File: src/rtl/cv32e40s_pkg.sv
// Shared constants and types for the OBI arbiter slice.
// Requester IDs double as the mux select and the ID FIFO payload.
package cv32e40s_pkg;

  localparam logic OBI_ARB_M0 = 1'b0;
  localparam logic OBI_ARB_M1 = 1'b1;

  typedef enum logic {
    ArbIdle,
    ArbLocked
  } obi_arb_state_e;

endpackage

File: src/rtl/cv32e40s_obi_arb_id_fifo.sv
// In-order FIFO of requester IDs for accepted, not yet answered OBI transactions.
// Push while full and pop while empty are ignored.
module cv32e40s_obi_arb_id_fifo #(
  parameter int unsigned DEPTH = 2
) (
  input  logic clk,
  input  logic rst_n,
  input  logic push_i,
  input  logic pop_i,
  input  logic id_i,
  output logic head_o,
  output logic empty_o,
  output logic full_o
);

  localparam int unsigned PtrW = (DEPTH > 1) ? $clog2(DEPTH) : 1;
  localparam int unsigned CntW = $clog2(DEPTH + 1);

  logic [DEPTH-1:0] mem_q;
  logic [PtrW-1:0]  rd_ptr_q;
  logic [PtrW-1:0]  wr_ptr_q;
  logic [CntW-1:0]  cnt_q;
  logic             push_en;
  logic             pop_en;

  function automatic logic [PtrW-1:0] ptr_inc(input logic [PtrW-1:0] ptr);
    return (ptr == PtrW'(DEPTH - 1)) ? '0 : ptr + 1'b1;
  endfunction

  assign empty_o = (cnt_q == '0);
  assign full_o  = (cnt_q == CntW'(DEPTH));
  assign head_o  = mem_q[rd_ptr_q];
  assign push_en = push_i && !full_o;
  assign pop_en  = pop_i && !empty_o;

  always_ff @(posedge clk) begin
    if (push_en) begin
      mem_q[wr_ptr_q] <= id_i;
    end
  end

  always_ff @(posedge clk) begin
    if (!rst_n) begin
      rd_ptr_q <= '0;
      wr_ptr_q <= '0;
      cnt_q    <= '0;
    end else begin
      if (push_en) wr_ptr_q <= ptr_inc(wr_ptr_q);
      if (pop_en)  rd_ptr_q <= ptr_inc(rd_ptr_q);
      if (push_en && !pop_en) begin
        cnt_q <= cnt_q + 1'b1;
      end else if (pop_en && !push_en) begin
        cnt_q <= cnt_q - 1'b1;
      end
    end
  end

endmodule

File: src/rtl/cv32e40s_obi_arbiter.sv
// Two-requester OBI arbiter: round-robin on ties, selection held until granted,
// responses routed back in order through an ID FIFO.
module cv32e40s_obi_arbiter
  import cv32e40s_pkg::*;
#(
  parameter int unsigned MAX_OUTSTANDING   = 2,
  parameter int unsigned OUTSTND_CNT_WIDTH = $clog2(MAX_OUTSTANDING + 1)
) (
  input  logic                         clk,
  input  logic                         rst_n,
  input  logic                         m0_req_i,
  input  logic [31:0]                  m0_addr_i,
  input  logic                         m0_we_i,
  input  logic [3:0]                   m0_be_i,
  input  logic [31:0]                  m0_wdata_i,
  input  logic                         m1_req_i,
  input  logic [31:0]                  m1_addr_i,
  input  logic                         m1_we_i,
  input  logic [3:0]                   m1_be_i,
  input  logic [31:0]                  m1_wdata_i,
  output logic                         m0_gnt_o,
  output logic                         m1_gnt_o,
  output logic                         m0_rvalid_o,
  output logic                         m1_rvalid_o,
  output logic                         obi_req_o,
  output logic [31:0]                  obi_addr_o,
  output logic                         obi_we_o,
  output logic [3:0]                   obi_be_o,
  output logic [31:0]                  obi_wdata_o,
  input  logic                         obi_gnt_i,
  input  logic                         obi_rvalid_i,
  output logic [OUTSTND_CNT_WIDTH-1:0] bus_cnt_o,
  output logic                         protocol_err_o
);

  obi_arb_state_e               state_q, state_d;
  logic                         sel_q, sel_d;
  logic                         last_q, last_d;
  logic [OUTSTND_CNT_WIDTH-1:0] cnt_q, cnt_d;
  logic                         sel;
  logic                         not_full;
  logic                         accept;
  logic                         rsp_valid;
  logic                         fifo_head;
  logic                         fifo_empty;
  logic                         fifo_full;

  // A locked selection must not change until the bus grants it.
  always_comb begin
    sel = sel_q;
    if (state_q == ArbIdle) begin
      if (m0_req_i && m1_req_i) begin
        sel = ~last_q;
      end else if (m1_req_i) begin
        sel = OBI_ARB_M1;
      end else begin
        sel = OBI_ARB_M0;
      end
    end
  end

  assign not_full    = (cnt_q != OUTSTND_CNT_WIDTH'(MAX_OUTSTANDING));
  assign obi_req_o   = ((sel == OBI_ARB_M1) ? m1_req_i : m0_req_i) && not_full;
  assign obi_addr_o  = (sel == OBI_ARB_M1) ? m1_addr_i  : m0_addr_i;
  assign obi_we_o    = (sel == OBI_ARB_M1) ? m1_we_i    : m0_we_i;
  assign obi_be_o    = (sel == OBI_ARB_M1) ? m1_be_i    : m0_be_i;
  assign obi_wdata_o = (sel == OBI_ARB_M1) ? m1_wdata_i : m0_wdata_i;

  assign accept   = obi_req_o && obi_gnt_i;
  assign m0_gnt_o = accept && (sel == OBI_ARB_M0);
  assign m1_gnt_o = accept && (sel == OBI_ARB_M1);

  assign rsp_valid      = obi_rvalid_i && (cnt_q != '0);
  assign protocol_err_o = obi_rvalid_i && (cnt_q == '0);
  assign m0_rvalid_o    = rsp_valid && (fifo_head == OBI_ARB_M0);
  assign m1_rvalid_o    = rsp_valid && (fifo_head == OBI_ARB_M1);
  assign bus_cnt_o      = cnt_q;

  always_comb begin
    state_d = state_q;
    sel_d   = sel_q;
    last_d  = last_q;
    cnt_d   = cnt_q;
    unique case (state_q)
      ArbIdle: begin
        if (obi_req_o && !obi_gnt_i) begin
          state_d = ArbLocked;
          sel_d   = sel;
        end
      end
      ArbLocked: begin
        if (obi_gnt_i) state_d = ArbIdle;
      end
    endcase
    if (accept) last_d = sel;
    if (accept && !rsp_valid) begin
      cnt_d = cnt_q + 1'b1;
    end else if (rsp_valid && !accept) begin
      cnt_d = cnt_q - 1'b1;
    end
  end

  always_ff @(posedge clk) begin
    if (!rst_n) begin
      state_q <= ArbIdle;
      sel_q   <= OBI_ARB_M0;
      last_q  <= OBI_ARB_M1;
      cnt_q   <= '0;
    end else begin
      state_q <= state_d;
      sel_q   <= sel_d;
      last_q  <= last_d;
      cnt_q   <= cnt_d;
    end
  end

  cv32e40s_obi_arb_id_fifo #(
    .DEPTH (MAX_OUTSTANDING)
  ) u_id_fifo (
    .clk     (clk),
    .rst_n   (rst_n),
    .push_i  (accept),
    .pop_i   (rsp_valid),
    .id_i    (sel),
    .head_o  (fifo_head),
    .empty_o (fifo_empty),
    .full_o  (fifo_full)
  );

  // The counter and the FIFO occupancy track the same transactions.
  fifo_empty_matches_cnt: assert property (@(posedge clk) disable iff (!rst_n)
    fifo_empty == (cnt_q == '0));
  fifo_full_matches_cnt: assert property (@(posedge clk) disable iff (!rst_n)
    fifo_full == (cnt_q == OUTSTND_CNT_WIDTH'(MAX_OUTSTANDING)));

endmodule

File: config.mk
export PLATFORM = sky130hd
export DESIGN_NAME = cv32e40s_obi_arbiter
export DESIGN_NICKNAME = d
export VERILOG_FILES = /design/src/rtl/cv32e40s_pkg.sv /design/src/rtl/cv32e40s_obi_arb_id_fifo.sv /design/src/rtl/cv32e40s_obi_arbiter.sv
export SDC_FILE = /design/constraint.sdc
export NUM_CORES = 1
export LEC_CHECK = 0
export CORE_AREA = 4 4 85 87
export CTS_CLUSTER_SIZE = 12
export DETAILED_ROUTE_END_ITERATION = 8
export DIE_AREA = 0 0 89 91
export GPL_TIMING_DRIVEN = 0
export PLACE_DENSITY = 0.8
export REMOVE_ABC_BUFFERS = 1
export SETUP_SLACK_MARGIN = 0.3
export SLEW_MARGIN = 20
export SYNTH_ARGS = -nofsm -noshare
export SYNTH_HDL_FRONTEND = slang
export SYNTH_SLANG_ARGS = --single-unit
File: constraint.sdc
create_clock -name clk -period 3.25 [get_ports clk]
set_clock_uncertainty 0.1 [all_clocks]
set_input_delay 0.325 -clock clk [delete_from_list [all_inputs] [get_ports clk]]
set_output_delay 0.325 -clock clk [all_outputs]
set_load 0.05 [all_outputs]
After elaboration in Yosys (flattened, before gate mapping) --
Cells that the tools add are included.
Storage, ports and cells: output and inout port bits 77, bits of input ports 144, memories 0, register bits 11, ROM bits 0, latch bits 0, bits in writable memories 0
Operators by class: equality and inequality tests 2, reduce and logical (&&, ||, !) cells 30, bitwise operators 4, multipliers 0, div/mod/pow operators 0, $lt $le $gt $ge 3, shift operators 0, add/sub/neg operators 6, multiplexer cells 22
Operator list (count):
- $mux W32 | 2
- $logic_and A1 B1 Y1 | 17
- $mux W1 | 12
- $mux W2 | 4
- $logic_not A1 Y1 | 7
- $reduce_bool A2 Y1 | 3
- $add A2 B1 Y2 const B | 2
- $logic_not A2 Y1 | 2
- $lt A1 B2 Y1 const B | 2
- $mux W4 | 1
- $not A1 Y1 | 4
- $sub A2 B1 Y2 const B | 2
- $add A1 B1 Y1 const B | 2
- $bwmux W2 | 1
- $eq A2 B2 Y1 const B | 1
- $ne A2 B2 Y1 const B | 1
- $pmux W1 S2 | 1
- $reduce_and A2 Y1 | 1
- $demux W1 S1 | 1
- $ge A1 B1 Y1 const B | 1

Depth between registers and ports, before layout --
depth after elaboration 11, mapped depth 7

By module --
A second synthesis with hierarchy kept.
Unflattened totals: cell total of the unflattened synthesis 143, area total of the unflattened synthesis 1785.5 um^2
Modules (own cells, without submodules):
- cv32e40s_obi_arbiter | cells an instance 116, area an instance 1510.2 um^2, instances 1, sequential area each 100.1 um^2
- cv32e40s_obi_arb_id_fifo | cells an instance 27, area an instance 275.3 um^2, instances 1, sequential area each 140.1 um^2

Worst setup path after synthesis --
Ideal clock, no wire load.
path kind register to output, start point register cnt_q[0] (netlist: bus_cnt_o[0]), end point output port m1_gnt_o, setup slack 0.591 ns, data required time 2.825 ns, cell stages (with the launch flop) 4, arrival time 2.234 ns, path through dfxtp_1 nand2b_1 nand3_1 nor3_1
On the way: word-level cells in the longest chain between the ends 4
RTL lines:
- start: declaration | RTL line cv32e40s_obi_arbiter.sv:39 | logic [OUTSTND_CNT_WIDTH-1:0] cnt_q, cnt_d;
- start signal: assignment | RTL line cv32e40s_obi_arbiter.sv:113 | cnt_q <= cnt_d;
- $ne A2 B2 Y1 | RTL line cv32e40s_obi_arbiter.sv:62 | assign not_full = (cnt_q != OUTSTND_CNT_WIDTH'(MAX_OUTSTANDING));
- $logic_and A1 B1 Y1 | RTL line cv32e40s_obi_arbiter.sv:63 | assign obi_req_o = ((sel == OBI_ARB_M1) ? m1_req_i : m0_req_i) && not_full;
- $logic_and A1 B1 Y1 | RTL line cv32e40s_obi_arbiter.sv:69 | assign accept = obi_req_o && obi_gnt_i;
- $logic_and A1 B1 Y1 | RTL line cv32e40s_obi_arbiter.sv:71 | assign m1_gnt_o = accept && (sel == OBI_ARB_M1);
- end: declaration | RTL line cv32e40s_obi_arbiter.sv:22 | output logic m1_gnt_o,
Every way passes these cells.

Final worst setup path --
start point input port m0_req_i, end point output port obi_be_o[3]
On the way: word-level cells in the longest chain between the ends 4
RTL lines:
- start: declaration | RTL line cv32e40s_obi_arbiter.sv:11 | input logic m0_req_i,
- $logic_and A1 B1 Y1 | RTL line cv32e40s_obi_arbiter.sv:52 | if (m0_req_i && m1_req_i) begin
- $mux W1 | RTL line cv32e40s_obi_arbiter.sv:52
- $mux W1 | RTL line cv32e40s_obi_arbiter.sv:51 | if (state_q == ArbIdle) begin
- $mux W4 | RTL line cv32e40s_obi_arbiter.sv:66 | assign obi_be_o = (sel == OBI_ARB_M1) ? m1_be_i : m0_be_i;
- end: declaration | RTL line cv32e40s_obi_arbiter.sv:28 | output logic [3:0] obi_be_o,
Every way passes these cells.

==> reports/metrics.cfg <==
[pwr]
power_density_nw_per_um2 = 413
ir_drop_mv = 0.512
power.leakage_nw = 1.57
p_total_mw = 1.56

[synth]
ys_seq_area_frac = 0.163
synth-seq-cells = 11
synthArstFlopShare = 0
synth_cell_types = 31
syn-cell-area_um2 = 1470
ys.flop_type = dfxtp_1
synth_area_per_cell_um2 = 10.4
ys.warnings.count = 0
postSynthCellCount = 141
synth_edf_count = 2

[clock_network]
clk_pin_slew_ps = 50
htreeDepth = 1
tritoncts = yes
cts-root-buf = clkbuf_8
postCtsHoldBufs = 0
numCtsBuffers = 3
cts.path.max_buffers = 2
cts.sinks = 11
clkLatencyLatePin_ps = 240

[setup_path]
start_kind = primary input
required_ps = 2820
cpMostUsedCell = clkdlybuf4s50_1
reg2reg_slack_ps = 1040
arrival_ps = 2450
rr_endpoint = u_id_fifo.cnt_q[1]$_SDFFE_PN0P_
crit_end = obi_be_o[3]
max_stage_delay_ps = 720
crit_start = m0_req_i
path_max_fanout = 14
path_class = in -> out
crit_chain = clkdlybuf4s50_1 -> nand2_1 -> a22oi_4 -> buf_8 -> mux2_2 -> clkdlybuf4s50_1
end_kind = primary output
r2r_start = bus_cnt_o[0]$_SDFFE_PN0P_
r2r_cells = 6
slowest_stage = clkdlybuf4s50_1

[outcome]
run_status = finished, final reports clean

[layout]
fill_cells = 565
area_growth_pct = 156
diodes = 0
final_net_count = 510
fin_area_um2 = 3770
drive_gt1_frac = 0.212

[route]
first_iter_violations = 10
vias = 1969
drt-pass1-iter-count = 4
final_antenna_net_count = 0
viasPerCell = 4.48
finalWirelength_um = 7930
route.detailed.drc = 0
wl_per_cell_um = 18.0

[timing]
period_share = 0.886
worst_slack_ps = 372
drv_slew = 0
timing.final.crit_period_ps = 2880
fmax_mhz = 347
rsz0062_at_grt = no
relSlewSlack = 0.622
fin_setup_tns_ps = 0
hold_ws_ps = 384
worstMarginPinSlew_ps = 566
finalSetupViolCount = 0
final-hold-violation-count = 0

[min_path]
holdCritStartpoint = u_id_fifo.wr_ptr_q$_SDFFE_PN0P_
min_path_type = reg -> reg

[placed_design]
placed_area_um2 = 3770
portBuffers = 220
place_congestion = 0.785
dp_hpwl_um = 7230
pre_cts_ws_ps = -223

[global_route]
grt_pass1_vias = 2187
grt-ovfl-total = 0
grt_max_degree = 27
grt_pass1_wl_um = 11500
grt_util_all_layers = 0.187
antenna_found_initial = 0

[floorplanning]
io_pins = 221
die_w_um = 89
die_area_um2 = 8100
core_area_um2 = 6350
initial_core_util = 0.232
rows = 29
die-height_um = 91

[flow_run]
cap_violations = 0

==> kinds of logic (layout without fill, tap and decap cells) <==
kind of cell    count (synthesis)  in the layout  synth area share
xor+xnor                        5              5            0.0298
mux                            72             72             0.548
simple gates                   31             31             0.127
compound gates                 11             11            0.0612
fa+ha+maj                       2              2            0.0170
buf+inv                         9            231            0.0536
flops                          11             11             0.163
==> report_power, final <==
group / internal [mW] / switching [mW] / total, mW
logic: 0.510 / 0.684 / 1.19
clock network: 0.0863 / 0.0537 / 0.140
registers: 0.180 / 0.0448 / 0.224
total: 0.776 / 0.782 / 1.56
==> worst max-delay path: cells and delay by family <==
kind	cells	cell delay [ps]
AO/OA/AOI/OAI	1	190
buffers and inverters	3	1450
multiplexers	1	350
AND/OR/NAND/NOR	1	130
==> cells in the mapped netlist, types with 3 or more instances <==
cell type	instances	area, um^2
mux2i_1	3	30.0
dfxtp_1	9	180
nor2b_1	3	18.8
nand2b_1	3	18.8
and2_1	5	31.3
xnor2_1	3	26.3
nor2_1	4	15.0
o21ai_0	4	20.0
nand2_1	4	15.0
mux2_1	6	67.6
buf_6	5	56.3
mux2_2	63	709
==> layout by cell type, fill, tap and decap left out, drive strengths merged, types with 2 or more instances in the layout <==
master / Yosys / final
clkbuf: 0 / 4
nand2b: 3 / 3
ha: 2 / 2
nor3: 3 / 3
buf: 7 / 5
o21ai: 4 / 4
dlygate4sd2: 0 / 54
a21boi: 2 / 2
nand2: 4 / 4
mux2: 69 / 69
or3: 2 / 2
dfxtp: 9 / 9
nor2: 4 / 4
dlymetal6s2s: 0 / 3
o21bai: 2 / 2
xnor2: 3 / 3
and2: 5 / 5
inv: 2 / 2
nor4: 2 / 2
mux2i: 3 / 3
xor2: 2 / 2
nor2b: 4 / 4
clkdlybuf4s50: 0 / 163
edfxtp: 2 / 2
==> layer usage <==
metal  wire [um]  vias to the layer above  GRT usage
met5           0                        -          0
li1            -                      966          -
met4         179                        0     0.0459
met1        2720                      895      0.192
met3         700                       17     0.0624
met2        4330                       91      0.355
==> sequential cells by signal (all words and copies together), names as in the netlist <==
name                cells
bus_cnt_o               2
u_id_fifo.cnt_q         2
u_id_fifo.mem_q         2
last_q                  1
sel_q                   1
state_q                 1
u_id_fifo.rd_ptr_q      1
u_id_fifo.wr_ptr_q      1
==> what timing repair did <==
action,in CTS,in global routing
pin swaps,1,0
buffers inserted,2,0
endpoints found under the setup margin,70,3
resized for setup,54,3
==> worst min path at each step <==
stage | slack, ps | depth (start not counted) | endpoint
after floorplan | 300 | 1 | last_q$_SDFFE_PN1P_
after CTS | 390 | 2 | u_id_fifo.wr_ptr_q$_SDFFE_PN0P_
after global placement | 370 | 2 | u_id_fifo.wr_ptr_q$_SDFFE_PN0P_
after detailed placement | 380 | 2 | u_id_fifo.wr_ptr_q$_SDFFE_PN0P_
after global routing | 410 | 2 | u_id_fifo.wr_ptr_q$_SDFFE_PN0P_
final | 380 | 2 | u_id_fifo.wr_ptr_q$_SDFFE_PN0P_
==> stage by stage <==
stage / utilization / instances
after floorplan: - / 134
after global placement: 0.582 / 431
after detailed placement: 0.593 / 434
after CTS: 0.592 / 440
after global routing: 0.593 / 440
final: 0.593 / 440
==> final cells by class <==
type	count	area, um^2	area share
flip-flops and latches	11	240	0.0637
well taps	77	96.3	0.0256
multi-input cells	121	1150	0.306
inverters	2	7.51	0.00199
clock buffers	4	45.0	0.0120
repair buffers	225	2230	0.591
(Power assumes the default switching activity.)
